$ cat config.mk
export PLATFORM = sky130hd
export DESIGN_NAME = node_task_scheduler_flat
export DESIGN_NICKNAME = d
export VERILOG_FILES = /design/src/rtl/node_task_scheduler_pkg.sv /design/src/rtl/node_task_scheduler_if.sv /design/src/rtl/node_task_scheduler_prio_select.sv /design/src/rtl/node_task_scheduler.sv /design/src/flat_wrapper.sv
export SDC_FILE = /design/constraint.sdc
export NUM_CORES = 1
export LEC_CHECK = 0
export CORE_MARGIN = 2
export CORE_UTILIZATION = 57
export CTS_BUF_LIST = sky130_fd_sc_hd__clkbuf_4
export DETAILED_ROUTE_END_ITERATION = 6
export PLACE_DENSITY = 0.9
export SYNTH_ARGS = -nofsm -noshare
export SYNTH_HDL_FRONTEND = slang
export SYNTH_HIERARCHICAL = 1
export SYNTH_SLANG_ARGS = --single-unit
$ cat constraint.sdc
create_clock -name CLK -period 9.6 [get_ports CLK]
set_clock_uncertainty 0.2 [all_clocks]
set_input_delay 1.92 -clock CLK [delete_from_list [all_inputs] [get_ports CLK]]
set_output_delay 1.92 -clock CLK [all_outputs]
set_load 0.05 [all_outputs]
$ cat src/rtl/node_task_scheduler_pkg.sv
// Shared opcodes, FSM state encoding and op-word builder for the node scheduler.
package sched_pkg;

  localparam logic [3:0] OP_READY    = 4'h1;
  localparam logic [3:0] OP_SUSPEND  = 4'h2;
  localparam logic [3:0] OP_EXECUTE  = 4'h7;
  localparam logic [3:0] OP_KILL_ALL = 4'hC;

  typedef enum logic [2:0] {
    ST_IDLE,
    ST_SELECT,
    ST_ISSUE,
    ST_RUN,
    ST_SUSP,
    ST_REQUEUE,
    ST_KILL,
    ST_HALT
  } sched_state_e;

  // Op word layout: {4'h0, id, opcode, arg}; arg is always zero.
  function automatic logic [15:0] mk_op(input logic [3:0] id, input logic [3:0] opcode);
    return {4'h0, id, opcode, 4'h0};
  endfunction

endpackage

$ cat src/rtl/node_task_scheduler_if.sv
// Bundle between the task array / controller (master) and the scheduler (slave).
interface node_task_scheduler_if #(
  parameter int unsigned N_TASKS = 4,
  parameter int unsigned CNT_W   = 16
);
  logic                   en;
  logic [8*N_TASKS-1:0]   entries;
  logic                   task_done;
  logic                   kill_req;
  logic [15:0]            op_out;
  logic                   op_valid;
  logic                   busy;
  logic [3:0]             cur_id;
  logic                   halted;
  logic [CNT_W-1:0]       done_cnt;
  logic [CNT_W-1:0]       preempt_cnt;

  modport master (
    output en, entries, task_done, kill_req,
    input  op_out, op_valid, busy, cur_id, halted, done_cnt, preempt_cnt
  );

  modport slave (
    input  en, entries, task_done, kill_req,
    output op_out, op_valid, busy, cur_id, halted, done_cnt, preempt_cnt
  );
endinterface

$ cat src/rtl/node_task_scheduler_prio_select.sv
// Combinational argmax over sorter entries; equal priorities resolve to the lowest slot.
module sched_prio_select
  import sched_pkg::*;
#(
  parameter int unsigned N_TASKS = 4
) (
  input  logic [8*N_TASKS-1:0] i_entries,
  output logic                 o_any_valid,
  output logic [3:0]           o_win_slot
);

  logic [3:0] w_best;

  // Strict '>' keeps the earlier (lower) slot on ties.
  always_comb begin
    o_any_valid = 1'b0;
    o_win_slot  = '0;
    w_best      = '0;
    for (int unsigned i = 0; i < N_TASKS; i++) begin
      if ((i_entries[8*i +: 8] != 8'h00) &&
          (!o_any_valid || (i_entries[8*i+4 +: 4] > w_best))) begin
        o_any_valid = 1'b1;
        o_win_slot  = 4'(i);
        w_best      = i_entries[8*i+4 +: 4];
      end
    end
  end

endmodule

$ cat src/rtl/node_task_scheduler.sv
// Per-node task scheduler: selects the highest-priority Ready task, issues Execute,
// enforces a time quantum with Suspend/Ready preemption, and sequences a global kill.
module node_task_scheduler
  import sched_pkg::*;
#(
  parameter int unsigned N_TASKS = 4,
  parameter int unsigned QUANTUM = 16,
  parameter int unsigned CNT_W   = 16
) (
  input logic                CLK,
  input logic                RST,
  node_task_scheduler_if.slave bus
);

  localparam int unsigned    QW     = (QUANTUM > 2) ? $clog2(QUANTUM) : 1;
  localparam logic [QW-1:0]  Q_LOAD = QW'(QUANTUM - 1);

  sched_state_e         r_state, w_state_nxt;
  logic [8*N_TASKS-1:0] r_snap;
  logic [QW-1:0]        r_q, w_q_nxt;
  logic [3:0]           r_kid, w_kid_nxt;
  logic [3:0]           r_cur, w_cur_nxt;
  logic [15:0]          r_op, w_op_nxt;
  logic                 r_valid, w_valid_nxt;
  logic                 r_busy, r_halted;
  logic [CNT_W-1:0]     r_done_cnt, r_pre_cnt;
  logic                 w_done_inc, w_pre_inc;
  logic                 w_any;
  logic [3:0]           w_slot, w_win_id;

  sched_prio_select #(.N_TASKS(N_TASKS)) u_sel (
    .i_entries  (r_snap),
    .o_any_valid(w_any),
    .o_win_slot (w_slot)
  );

  assign w_win_id = w_slot + 4'd1;

  // Next-state and next-output decode. Ops are computed for the state being entered
  // so they appear registered during that state's single cycle. The quantum counter
  // is loaded on entry to ISSUE, which makes Suspend land QUANTUM cycles after Execute.
  always_comb begin
    w_state_nxt = r_state;
    w_op_nxt    = '0;
    w_valid_nxt = 1'b0;
    w_cur_nxt   = r_cur;
    w_kid_nxt   = r_kid;
    w_q_nxt     = (r_q != '0) ? r_q - QW'(1) : r_q;
    w_done_inc  = 1'b0;
    w_pre_inc   = 1'b0;
    unique case (r_state)
      ST_IDLE: begin
        if (bus.kill_req) begin
          w_state_nxt = ST_KILL;
          w_kid_nxt   = 4'd1;
          w_op_nxt    = mk_op(4'd1, OP_KILL_ALL);
          w_valid_nxt = 1'b1;
        end else if (bus.en && (bus.entries != '0)) begin
          w_state_nxt = ST_SELECT;
        end
      end
      ST_SELECT: begin
        if (w_any) begin
          w_state_nxt = ST_ISSUE;
          w_cur_nxt   = w_win_id;
          w_op_nxt    = mk_op(w_win_id, OP_EXECUTE);
          w_valid_nxt = 1'b1;
          w_q_nxt     = Q_LOAD;
        end else begin
          w_state_nxt = ST_IDLE;
          w_cur_nxt   = '0;
        end
      end
      ST_ISSUE: w_state_nxt = ST_RUN;
      ST_RUN: begin
        if (bus.kill_req) begin
          w_state_nxt = ST_KILL;
          w_kid_nxt   = 4'd1;
          w_op_nxt    = mk_op(4'd1, OP_KILL_ALL);
          w_valid_nxt = 1'b1;
        end else if (bus.task_done) begin
          w_state_nxt = ST_IDLE;
          w_cur_nxt   = '0;
          w_done_inc  = 1'b1;
        end else if (r_q == '0) begin
          w_state_nxt = ST_SUSP;
          w_op_nxt    = mk_op(r_cur, OP_SUSPEND);
          w_valid_nxt = 1'b1;
          w_pre_inc   = 1'b1;
        end
      end
      ST_SUSP: begin
        w_state_nxt = ST_REQUEUE;
        w_op_nxt    = mk_op(r_cur, OP_READY);
        w_valid_nxt = 1'b1;
      end
      ST_REQUEUE: begin
        w_state_nxt = ST_IDLE;
        w_cur_nxt   = '0;
      end
      ST_KILL: begin
        if (r_kid == 4'(N_TASKS)) begin
          w_state_nxt = ST_HALT;
          w_cur_nxt   = '0;
        end else begin
          w_kid_nxt   = r_kid + 4'd1;
          w_op_nxt    = mk_op(r_kid + 4'd1, OP_KILL_ALL);
          w_valid_nxt = 1'b1;
        end
      end
      ST_HALT: w_cur_nxt = '0;
      default: w_state_nxt = ST_IDLE;
    endcase
  end

  // State, snapshot and registered outputs.
  always_ff @(posedge CLK) begin
    if (RST) begin
      r_state  <= ST_IDLE;
      r_snap   <= '0;
      r_q      <= '0;
      r_kid    <= '0;
      r_cur    <= '0;
      r_op     <= '0;
      r_valid  <= 1'b0;
      r_busy   <= 1'b0;
      r_halted <= 1'b0;
    end else begin
      r_state  <= w_state_nxt;
      if (r_state == ST_IDLE) r_snap <= bus.entries;
      r_q      <= w_q_nxt;
      r_kid    <= w_kid_nxt;
      r_cur    <= w_cur_nxt;
      r_op     <= w_op_nxt;
      r_valid  <= w_valid_nxt;
      r_busy   <= (w_state_nxt != ST_IDLE) && (w_state_nxt != ST_HALT);
      r_halted <= (w_state_nxt == ST_HALT);
    end
  end

  // Statistics counters, wrapping.
  always_ff @(posedge CLK) begin
    if (RST) begin
      r_done_cnt <= '0;
      r_pre_cnt  <= '0;
    end else begin
      if (w_done_inc) r_done_cnt <= r_done_cnt + CNT_W'(1);
      if (w_pre_inc)  r_pre_cnt  <= r_pre_cnt + CNT_W'(1);
    end
  end

  assign bus.op_out      = r_op;
  assign bus.op_valid    = r_valid;
  assign bus.busy        = r_busy;
  assign bus.cur_id      = r_cur;
  assign bus.halted      = r_halted;
  assign bus.done_cnt    = r_done_cnt;
  assign bus.preempt_cnt = r_pre_cnt;

endmodule

$ cat src/flat_wrapper.sv
// flat-port wrapper written by rule: the top's interface ports become plain ports
module node_task_scheduler_flat import sched_pkg::*;
#(
  parameter int unsigned N_TASKS = 4,
  parameter int unsigned QUANTUM = 16,
  parameter int unsigned CNT_W   = 16
)
  (CLK, RST, bus_en, bus_entries, bus_task_done, bus_kill_req, bus_op_out, bus_op_valid, bus_busy, bus_cur_id, bus_halted, bus_done_cnt, bus_preempt_cnt);
  node_task_scheduler_if #(.N_TASKS(N_TASKS), .CNT_W(CNT_W)) bus_i ();
  input logic CLK;
  input logic RST;
  input wire logic [$bits(bus_i.en)-1:0] bus_en;
  input wire logic [$bits(bus_i.entries)-1:0] bus_entries;
  input wire logic [$bits(bus_i.task_done)-1:0] bus_task_done;
  input wire logic [$bits(bus_i.kill_req)-1:0] bus_kill_req;
  output wire logic [$bits(bus_i.op_out)-1:0] bus_op_out;
  output wire logic [$bits(bus_i.op_valid)-1:0] bus_op_valid;
  output wire logic [$bits(bus_i.busy)-1:0] bus_busy;
  output wire logic [$bits(bus_i.cur_id)-1:0] bus_cur_id;
  output wire logic [$bits(bus_i.halted)-1:0] bus_halted;
  output wire logic [$bits(bus_i.done_cnt)-1:0] bus_done_cnt;
  output wire logic [$bits(bus_i.preempt_cnt)-1:0] bus_preempt_cnt;
  assign bus_i.en = bus_en;
  assign bus_i.entries = bus_entries;
  assign bus_i.task_done = bus_task_done;
  assign bus_i.kill_req = bus_kill_req;
  assign bus_op_out = bus_i.op_out;
  assign bus_op_valid = bus_i.op_valid;
  assign bus_busy = bus_i.busy;
  assign bus_cur_id = bus_i.cur_id;
  assign bus_halted = bus_i.halted;
  assign bus_done_cnt = bus_i.done_cnt;
  assign bus_preempt_cnt = bus_i.preempt_cnt;
  node_task_scheduler #(.N_TASKS(N_TASKS), .QUANTUM(QUANTUM), .CNT_W(CNT_W)) u_core (.CLK(CLK), .RST(RST), .bus(bus_i));
endmodule
==> results.toml <==
[run_status]
status = "complete, no violations"

[route]
drt_first_iter_violations = 208
finalWirelength_um = 10400
drcViolationCount = 0
average_via_count_per_standard_cell = 5.63
drtAntennaViolNets = 0
routed_len_inst_um = 14.3
firstDrtPassIters = 5
num_vias = 4093

[clock_network]
cts_tree = "done"
tritoncts_num_sinks = 90
post-cts-setup-buffer-count = 0
htree_num_levels = 3
clock_path_buffers = 2
cts_inserted_buffers = 9
clk_root_buffer_cell = "clkbuf_4"
cts_resized = 0
ctsHoldBuffers = 0
clk_pin_slew_worst_paths_ns = 0.12
clkLatencyLatePin_ns = 0.42

[pwr]
cellLeakagePower_nw = 1.98
max-vdd-ir-drop_v = 0.000114
finalPower_mw = 1.20
cellPowerDensity_mw_per_mm2 = 222

[global_route]
grt_util_all_layers_pct = 24.6
number_of_antenna_violations_at_the_first_check_in_global_routing = 0
overflow_left_after_global_routing = 0
via_count_of_the_first_global_routing_pass = 3896
maximum_number_of_pins_on_one_net_before_global_route_repair = 82
grt_pass1_wl_um = 17300

[worst_hold_path]
hold_path.class = "reg -> reg"
hold-path-endpoint = "u_core/r_snap[19]"
hold_path.startpoint = "u_core/r_snap[19]"
holdPathStages = 2

[timing]
final_report_max_slew_violation_count = 0
post-route-worst-setup-slack_ns = 4.11
clock.fmax_ghz = 0.182
fin_tns_setup_ns = 0
timing.max_slew.rel_slack_pct = 30.1
setup_viol = 0
min_period_ns = 5.49
rsz0062_at_grt = "false"
worst_pin_slew_ns = 1.05
final_hold_viol_count = 0
post-route-period-util_pct = 57.2

[placed_design]
post_detail_place_hpwl_um = 7510
placed_cells = 713
dpl-instance-area_mm2 = 0.00531
gp_routability_congestion = 0.882
buffer_ports.inserted = 83
preCtsSetupSlack_ns = 4.25

[cells_and_area]
antenna_cells = 0
filler_cell_count = 605
synthToLayoutAreaGrowth_pct = 20.7
stdcell_count = 727
layout_commonest_cell = "nand2_1"
layout-drive-gt1-share_pct = 5.44
finish.net_count = 677
finalInstanceArea_mm2 = 0.00543
commonest_cells_after_routing_fill_and_taps_aside = "nand2_1 (97), dfxtp_1 (90), clkdlybuf4s50_1 (82)"

[yosys]
netlist_area_before_placement_mm2 = 0.00449
synth_flop_cell = "dfxtp_1"
ys_seq_area_share_pct = 40.1
post_synth_top_area_share_pct = 40.1
synth_top_cells_by_area = "dfxtp_1 (40%), nand2_1 (8.1%), a21oi_1 (7.0%)"
synth.lib_cells_used.distinct = 57
postSynthCellCount = 554
synth_warnings = 6
postSynthRegisterBits = 90
yosysTopAreaCell = "dfxtp_1"
post_synth.cell_area_avg_um2 = 8.11
synth_async_sr_flop_share_pct = 0
number_of_flops_mapped_to_enable_cells_by_yosys = 0

[die]
initial_core_util_pct = 58.5
die_height_um = 92.8
row_count = 32
die_x_um = 92.8
floorplan.die_area_mm2 = 0.00861
io_pins = 92
fp.coreArea_mm2 = 0.00769

[setup_path]
cp-end-kind = "flop"
r2r-end = "u_core/bus.op_out[9]"
reg2reg_setup_slack_ns = 4.11
worst_ep_required_time_ns = 9.75
worst_setup_path_category = "reg -> reg"
critPathArrivalTime_ns = 5.65
timing.rr.start = "u_core/r_snap[5]"
crit_path_max_fanout = 5
worstSetupStartpointType = "flop"
reg2reg_depth = 23

[run]
max_cap_violations = 0
[critical path, stage by stage, from the launching register on]
cell	delay, ns
dfxtp_1	0.41
inv_1	0.06
ha_1	0.33
nand4_1	0.11
o21ai_1	0.10
o31ai_1	0.49
a22oi_1	0.20
ha_1	0.34
nor2b_1	0.13
o21ai_0	0.15
a21oi_1	0.11
o21ai_1	0.37
mux2_2	0.39
ha_1	0.29
nor2b_1	0.14
o21a_1	0.16
o21a_1	0.16
o21ai_1	0.16
nand3_1	0.19
ha_1	0.33
nand2_1	0.05
nor4b_1	0.32
a21oi_1	0.07
a21oi_1	0.16
[cells in the mapped netlist (4+ instances only)]
cell,count
ha_1,18
o31ai_1,4
nor2_1,44
or3_1,9
clkbuf_1,20
and3_1,7
nor4_1,14
xnor2_1,22
nor3b_1,4
nand2b_1,4
a21oi_1,63
buf_4,13
inv_1,22
nor2b_1,6
nand2_1,97
o21ai_0,15
o21a_1,4
nand4_1,11
nand3_1,11
nor3_1,9
xor2_1,8
dfxtp_1,90
and2_1,5
[metal layers]
metal	vias up	wire [um]	GRT usage, %
li1	2025	-	-
met1	1923	4430	30.1
met2	125	5130	42.2
met3	20	645	5.70
met4	0	205	8.58
met5	-	0	0
[worst max path at each step]
stage / startpoint / to / slack (ns) / cells past startpoint
6_report: u_core/r_snap[5] / u_core/bus.op_out[9] / 4.11 / 23
5_1_grt: u_core/r_snap[5] / u_core/bus.op_out[9] / 3.85 / 23
4_1_cts: u_core/r_snap[5] / u_core/bus.op_out[9] / 4.23 / 23
3_5_place_dp: u_core/r_snap[5] / u_core/bus.op_out[9] / 4.25 / 23
3_3_place_gp: u_core/r_snap[5] / u_core/bus.op_out[9] / 4.46 / 23
2_1_floorplan: u_core/r_snap[5] / u_core/bus.op_out[9] / 4.74 / 23
[sequential cells by signal, indices dropped and copies added (netlist names)]
register                count
u_core/r_snap              32
u_core/bus.done_cnt        16
u_core/bus.preempt_cnt     16
u_core/bus.op_out           8
u_core/bus.cur_id           4
u_core/r_kid                4
u_core/r_q                  4
u_core/r_state              3
u_core/bus.busy             1
u_core/bus.halted           1
u_core/bus.op_valid         1
[report_power, final]
part,internal [mW],switching [mW],leakage [nW]
Sequential,0.425,0.0502,0.734
Clock,0.0785,0.116,0.0719
Combinational,0.221,0.311,1.17
Total,0.725,0.477,1.98
[cell families (layout without fill, tap and decap cells)]
kind of cell | Yosys count | after routing | share of synthesized area, %
and+or+nand+nor | 243 | 243 | 27.6
AOI/OAI and AO/OA | 107 | 107 | 13.8
DFF | 90 | 90 | 40.1
buffers and inverters | 58 | 121 | 6.01
xor gates and xnor gates | 30 | 30 | 5.85
adders and majority gates | 18 | 18 | 5.01
muxes | 6 | 6 | 1.53
other | 2 | 10 | 0.167
[stage by stage]
step | util (%) | hold slack, ns
detailed placement | 69.0 | 0.247
global placement | 69.0 | 0.241
CTS | 70.6 | 0.265
finish | 70.6 | 0.263
floorplan | - | 0.231
global route | 70.6 | 0.282
[final cells by class]
type	instances	area, um2	area share [%]
Clock inverter	4	45.0	0.830
Clock buffer	10	75.1	1.38
Multi-Input combinational cell	414	2450	45.2
Tap cell	102	128	2.35
Timing Repair Buffer	85	841	15.5
Sequential cell	90	1800	33.2
Inverter	22	82.6	1.52
Note: power is estimated with default switching activity, not from simulation.
==> RTL edit (same flow settings) <==
Encoding of `sched_state_e`: now one-hot (8 bits for 8 states).
--- a/src/rtl/node_task_scheduler_pkg.sv
+++ b/src/rtl/node_task_scheduler_pkg.sv
@@ -8,11 +8,11 @@
 
-  typedef enum logic [2:0] {
-    ST_IDLE,
-    ST_SELECT,
-    ST_ISSUE,
-    ST_RUN,
-    ST_SUSP,
-    ST_REQUEUE,
-    ST_KILL,
-    ST_HALT
+  typedef enum logic [7:0] {
+    ST_IDLE    = 8'b00000001,
+    ST_SELECT  = 8'b00000010,
+    ST_ISSUE   = 8'b00000100,
+    ST_RUN     = 8'b00001000,
+    ST_SUSP    = 8'b00010000,
+    ST_REQUEUE = 8'b00100000,
+    ST_KILL    = 8'b01000000,
+    ST_HALT    = 8'b10000000
   } sched_state_e;
Function: same outputs for any inputs over 10 cycles, from zero or initial values and one cycle with RST high; not proved beyond that.
==> RTL edit against the unedited design <==
Wire length rose by 11%; sequential cell count rose by 5; utilization fell by 0.49 points; clock power rose by 9.7%; final cell count rose by 4.0%; total power fell by 18%; final area rose by 5.1%; global-route usage rose by 2.1 points; hold slack improved by 0.0040 ns; area after synthesis rose by 5.8%; setup slack improved by 0.099 ns.
==> RTL edit: results (changes against the unedited design) <==
Status - finished, final reports clean (unchanged)
Placed cell count - 740 (was 713)
Total track usage - 26.7% (was 24.6%)
Number of multi-input logic gates - 434 (was 414)
Layout cells sized above 1 - 5.53% (was 5.44%)
RePlAce Congestion - 0.880 (was 0.882)
Pleak - 2.03 nW (was 1.98 nW)
CP arrival - 5.58 ns (was 5.65 ns)
Nonclk inv count - 20 (was 22)
Vias in the first global route - 4104 (was 3896)
Avg WL per Cell - 15.3 um (was 14.3 um)
Nets - 701 (was 677)
Final core area utilization - 70.1% (was 70.6%)
Logic pwr share - 32.7% (was 44.3%)
Sw Share - 34.2% (was 39.7%)
Non-filler cells, final - 756 (was 727)
Non-clock buffering overhead - 14.9% (was 15.5%)
P_seq - 0.448 mW (was 0.475 mW)
Sequential share of the synthesized area - 40.0% (was 40.1%)
VDD IR max - 0.0878 mV (was 0.114 mV)
Post-synth cell types - 60 (was 57)
Fillcell total - 640 (was 605)
Global-route wire length before repair - 19.2 mm (was 17.3 mm)
Worst r2r path cells - 22 (was 23)
Final clock-cell share - 2.39% (was 2.21%)
Cells after synthesis - 581 (was 554)
FF+latch count, synth - 95 (was 90)
Layout clock buffers - 12 (was 10)
Nonclk buf count - 86 (was 85)
Rel. slew slack - 29.4% (was 30.1%)
Clk slew on worst S/H paths - 0.14 ns (was 0.12 ns)
Synth area leaders - dfxtp_1, nand2_1, xnor2_1 (was dfxtp_1, nand2_1, a21oi_1)
Netlist Area Pre-Place - 4750 um^2 (was 4490 um^2)
==> RTL edit: logic make-up after synthesis <==
logic type               Yosys count  share of synthesized area [%]
XOR/XNOR                          36                           6.63
flip-flops                        95                           40.0
buffers and inverters             60                           5.76
AO/OA/AOI/OAI                     96                           12.2
multiplexers                       7                           1.68
other                              2                          0.158
adder cells (fa/ha/maj)           18                           4.74
AND/OR/NAND/NOR                  267                           28.8
==> RTL edit: final timing paths <==
check,slack (ns),from,end
hold reg to reg,0.27,u_core/r_snap[10],u_core/r_snap[10]
setup / recovery,4.21,u_core/r_snap[5],u_core/bus.cur_id[2]
hold / removal,0.27,u_core/r_snap[10],u_core/r_snap[10]
setup reg to reg,4.21,u_core/r_snap[5],u_core/bus.cur_id[2]
==> RTL edit: layer usage <==
metal,up-vias,track usage [%],wire (um)
met5,-,0,0
met1,2108,34.5,5010
li1,2153,-,-
met3,30,4.74,769
met4,0,12.0,266
met2,191,43.5,5500
